## src/rtl/branch_condition_evaluator.sv

```systemverilog
// Per-thread branch predicate unit for a barrel-threaded core.
// Evaluates one thread's entry per cycle and registers the decision.
module branch_condition_evaluator #(
    parameter int PC_WIDTH       = 10,
    parameter int THREAD_COUNT   = 8,
    parameter int THREAD_WIDTH   = 3,
    parameter int COND_WIDTH     = 8,
    parameter int COND_SEL_WIDTH = 3
) (
    input  logic                      clock,
    input  logic                      reset,
    input  logic [PC_WIDTH-1:0]       pc,
    input  logic [COND_WIDTH-1:0]     flags,
    input  logic                      cfg_wren,
    input  logic [THREAD_WIDTH-1:0]   cfg_thread,
    input  logic [PC_WIDTH-1:0]       cfg_origin,
    input  logic [PC_WIDTH-1:0]       cfg_destination,
    input  logic [COND_SEL_WIDTH-1:0] cfg_cond_sel,
    input  logic                      cfg_enable,
    output logic                      jump,
    output logic [PC_WIDTH-1:0]       jump_destination,
    output logic [THREAD_WIDTH-1:0]   jump_thread
);

    localparam logic [THREAD_WIDTH-1:0] LAST_THREAD = THREAD_WIDTH'(THREAD_COUNT - 1);

    typedef struct packed {
        logic [PC_WIDTH-1:0]       origin;
        logic [PC_WIDTH-1:0]       destination;
        logic [COND_SEL_WIDTH-1:0] cond_sel;
        logic                      enable;
    } entry_t;

    entry_t                    entry_q [THREAD_COUNT];
    entry_t                    entry_d [THREAD_COUNT];
    logic [THREAD_WIDTH-1:0]   thread_q;
    logic [THREAD_WIDTH-1:0]   thread_d;
    logic                      jump_q;
    logic                      jump_d;
    logic [PC_WIDTH-1:0]       jump_destination_q;
    logic [PC_WIDTH-1:0]       jump_destination_d;
    logic [THREAD_WIDTH-1:0]   jump_thread_q;
    logic [THREAD_WIDTH-1:0]   jump_thread_d;

    entry_t                    cur_entry;
    logic [COND_WIDTH-1:0]     cond_vec;
    logic                      taken;

    // The always and constant-low positions are pinned here so that stray
    // upstream bits can never turn an unconditional or never-taken entry around.
    always_comb begin
        cond_vec    = flags;
        cond_vec[0] = 1'b1;
        cond_vec[5] = 1'b0;
        cond_vec[6] = 1'b0;
    end

    assign cur_entry = entry_q[thread_q];
    assign taken     = cur_entry.enable
                     && (pc == cur_entry.origin)
                     && cond_vec[cur_entry.cond_sel];

    always_comb begin
        thread_d           = (thread_q == LAST_THREAD) ? '0 : thread_q + 1'b1;
        jump_d             = taken;
        jump_destination_d = taken ? cur_entry.destination : '0;
        jump_thread_d      = thread_q;
    end

    // Evaluation above reads entry_q, so a write landing on the evaluating
    // thread only takes effect for that thread's next slot.
    always_comb begin
        entry_d = entry_q;
        if (cfg_wren && (cfg_thread <= LAST_THREAD)) begin
            entry_d[cfg_thread].origin      = cfg_origin;
            entry_d[cfg_thread].destination = cfg_destination;
            entry_d[cfg_thread].cond_sel    = cfg_cond_sel;
            entry_d[cfg_thread].enable      = cfg_enable;
        end
    end

    always_ff @(posedge clock) begin
        if (reset) begin
            thread_q           <= '0;
            jump_q             <= 1'b0;
            jump_destination_q <= '0;
            jump_thread_q      <= '0;
            for (int i = 0; i < THREAD_COUNT; i++) begin
                entry_q[i] <= '0;
            end
        end else begin
            thread_q           <= thread_d;
            jump_q             <= jump_d;
            jump_destination_q <= jump_destination_d;
            jump_thread_q      <= jump_thread_d;
            entry_q            <= entry_d;
        end
    end

    assign jump             = jump_q;
    assign jump_destination = jump_destination_q;
    assign jump_thread      = jump_thread_q;

endmodule

```

## config.mk

```make
export PLATFORM = sky130hd
export DESIGN_NAME = branch_condition_evaluator
export DESIGN_NICKNAME = d
export VERILOG_FILES = /design/src/rtl/branch_condition_evaluator.sv
export SDC_FILE = /design/constraint.sdc
export NUM_CORES = 1
export LEC_CHECK = 0
export ABC_AREA = 1
export CORE_MARGIN = 3
export CORE_UTILIZATION = 28
export DETAILED_ROUTE_END_ITERATION = 16
export MAX_ROUTING_LAYER = met4
export PLACE_DENSITY_LB_ADDON = 0.08
export RECOVER_POWER = 25
export SLEW_MARGIN = 20
export SYNTH_ARGS = -nofsm -noshare
export SYNTH_HDL_FRONTEND = slang
export SYNTH_SLANG_ARGS = --single-unit
```

## constraint.sdc

```tcl
create_clock -name clock -period 2.15 [get_ports clock]
set_input_delay 0.3225 -clock clock [delete_from_list [all_inputs] [get_ports clock]]
set_output_delay 0.3225 -clock clock [all_outputs]
set_load 0.01 [all_outputs]
```

==> metrics.txt <==
outcome completed; clock tree from TritonCTS done; gpl congestion 0.7677; worst hold endpoint entry_q[85]$_SDFFE_PP0P_; Leak Pwr 4.617 nW; Post-Syn Area 9206 um2; largest cells by area after synthesis dfxtp_1, o21ai_0, nand2_1, nor2_1, a21oi_1; first-pass GRT wire length 48210 um; Worst Hold Depth 2; Fillers 3493; worst-skew pair later-pin latency 0.53 ns; worst-path cell chain inv_2 -> buf_12 -> nand2_1 -> nand3_1 -> nand3_1 -> nand3_1 -> nand2_1 -> nor2_2 -> nand2_1 -> nor2_2 -> nand3_2 -> buf_12 -> nor2_2; initial antenna violation count 0; Post-synth top flop dfxtp_1; final setup skew 0.009068 ns; cell accounting for the most synthesized area dfxtp_1; async set-reset flop share out of synthesis 0%; Root Buffer clkbuf_16; Synth Register Bits 209; synthesized area per cell 6.784 um2; P_int 7.017 mW; Die H 187.3 um; Cells after Synth 1357; vias in the first global route 8231; cell row count 65; Port Buffer Count 58; area added between synthesis and finish 22.14%; final hold vios 0; synth cell count leaders nand2_1, o21ai_0, dfxtp_1, nor2_1, inv_1; Layout Utilization 35.18%; actual slew at the worst max-slew pin 1.057 ns; Die X 187.3 um; most frequent cell after synthesis nand2_1; share of cells above drive strength 1 6.571%; Flop pwr share 42.5%; # setup viols final 0; Vias/cell 4.572; worst hold path class register to register; final setup TNS 0 ns; R2R Path End jump_destination[8]$_SDFF_PP0_; clk buf depth 3; slowest cell on the critical path dfxtp_4; Post-synth EDFFs 0; clk slew on worst S/H paths 0.06 ns; core area 31960 um2; DRC viols 0; GRT Residual Overflow 0; total number of vias 8390; fin crit period 1.917 ns; area share of the largest cell type after synthesis 45.45%; clock sink count 209; worst min-delay path startpoint entry_q[85]$_SDFFE_PP0P_; Pwr Total 9.541 mW; max-cap violations 0; Crit. End Element register; pin count of the biggest net entering global routing 78; Crit Path Max Fanout 17; switching share of power 26.46%; Layout Nets 1434; CP startpoint kind register; post-synth net total 1407; RR Startpoint jump_thread_d[0]$_SDFF_PP0_; Worst Path Required 2.61 ns; fmax 521.8 MHz; Routed WL per cell 16.66 um; antenna cells 0; RSZ-0062 raised after global routing no; total wire length 30570 um; Pwr Density 848.5 nW/um2; Final WS setup 0.2334 ns; total number of yosys warnings 0; R2R setup slack 0.23 ns; CTS Buf Count 26; DRT Pass-1 Iters 4; Clock power frac 44.5%; period utilization 89.14%; slew margin rel. 29.54%; Initial Utilization 28.80%; # IOs 62; logic gate share of total power 12.9%; FF-to-FF path depth 13; GRT Overall Usage 17.69%; Placed Cells 1790; Synth cell types 22; die area 35090 um2; fin. max-slew vios 0; Post-CTS Setup Bufs 0; sequential area share after synthesis 45.45%; switching pwr 2.525 mW; Cell Count, Final, Fillers Out 1835; HPWL Detailed 17810 um; CTS HTree Levels 1; pre-CTS setup slack -0.03606 ns; Worst path max stage delay 0.36 ns; drt initial violations 479; antenna viol nets, final 0; path type of the worst setup path register to register; CP arrival 2.38 ns; VDD IR max 544.5 uV
timing repair:
item	in CTS	in global routing
gates resized for setup	0	9
endpoints found under the setup margin	0	11
hold buffers	0	0
critical path: cells and delay by family, from the launching register on:
kind | cells | cell delay [ns]
DFF | 1 | 0.36
and+or+nand+nor | 10 | 0.98
buffers and inverters | 3 | 0.50
cell type report:
type | instances | area [um2] | share of cell area, %
flip-flops and latches | 209 | 4189 | 37.25
inverters | 140 | 530.5 | 4.718
clock buffers | 39 | 770.7 | 6.854
repair buffers | 101 | 1097 | 9.759
well taps | 435 | 544.3 | 4.840
multi-input cells | 906 | 4063 | 36.13
clock inverters | 5 | 50.05 | 0.4451
placed cells by master, fill, tap and decap left out, types with 2 or more instances in the layout:
cell type,count
nand2_1,214
a21oi_1,127
clkbuf_16,28
nor2_2,11
clkinv_1,2
nand3b_1,5
inv_4,2
clkdlybuf4s50_1,57
buf_12,16
ha_1,2
clkinv_2,4
clkbuf_1,13
clkbuf_8,5
dfxtp_1,207
nor2_1,204
clkbuf_2,2
o21ai_0,212
inv_1,135
nand3_1,126
buf_4,17
worst max-delay path by stage:
stage	start	slack (ns)	endpoint
2_1_floorplan	jump_thread_d[2]$_SDFF_PP0_	0.50	jump_destination[0]$_SDFF_PP0_
3_3_place_gp	reset	-0.04	jump_destination[9]$_SDFF_PP0_
3_5_place_dp	reset	-0.04	jump_destination[5]$_SDFF_PP0_
4_1_cts	jump_thread_d[1]$_SDFF_PP0_	0.03	jump_destination[8]$_SDFF_PP0_
5_1_grt	jump_thread_d[0]$_SDFF_PP0_	0.02	jump_destination[8]$_SDFF_PP0_
6_report	jump_thread_d[0]$_SDFF_PP0_	0.23	jump_destination[8]$_SDFF_PP0_
flip-flops by register name, summed over array words and instances, names as in the netlist:
| name | count |
|---|---|
| jump_thread_d | 3 |
| jump_destination | 10 |
| entry_q | 192 |
| jump | 1 |
| jump_thread | 3 |
power by group through the flow:
| stage | logic (mW) | clock network (mW) | registers, mW |
|---|---|---|---|
| after floorplan | 0.751 | 0 | 4.13 |
| after global placement | 1.23 | 0 | 4.14 |
| after detailed placement | 1.23 | 0 | 4.14 |
| after CTS | 1.24 | 4.38 | 4.06 |
| after global routing | 1.40 | 4.52 | 4.07 |
| final | 1.23 | 4.25 | 4.06 |
cells by family (layout without fill, tap and decap cells):
| logic type | count (synthesis) | after routing | synth area share, % |
|---|---|---|---|
| flops | 209 | 209 | 45.45 |
| simple gates | 564 | 564 | 25.25 |
| compound gates | 340 | 340 | 18.50 |
| buf+inv | 242 | 285 | 10.53 |
| fa+ha+maj | 2 | 2 | 0.2718 |
per-layer routing:
layer	global-route usage, %	part of all wire, %	wire (um)	up-vias
met2	27.44	43	13290	135
li1	-	-	-	4401
met1	24.89	51	15690	3811
met4	3.402	1.8	536	0
met5	-	0	0	-
met3	2.249	3.5	1057	43
per-stage QoR:
step | cell area [um2] | hold slack, ns
2_1_floorplan | 9206 | 0.3949
3_3_place_gp | 10420 | 0.4343
3_5_place_dp | 10420 | 0.4393
4_1_cts | 11240 | 0.4473
5_1_grt | 11240 | 0.4626
6_report | 11240 | 0.4468
No activity file was read; power rests on OpenSTA's default activity.
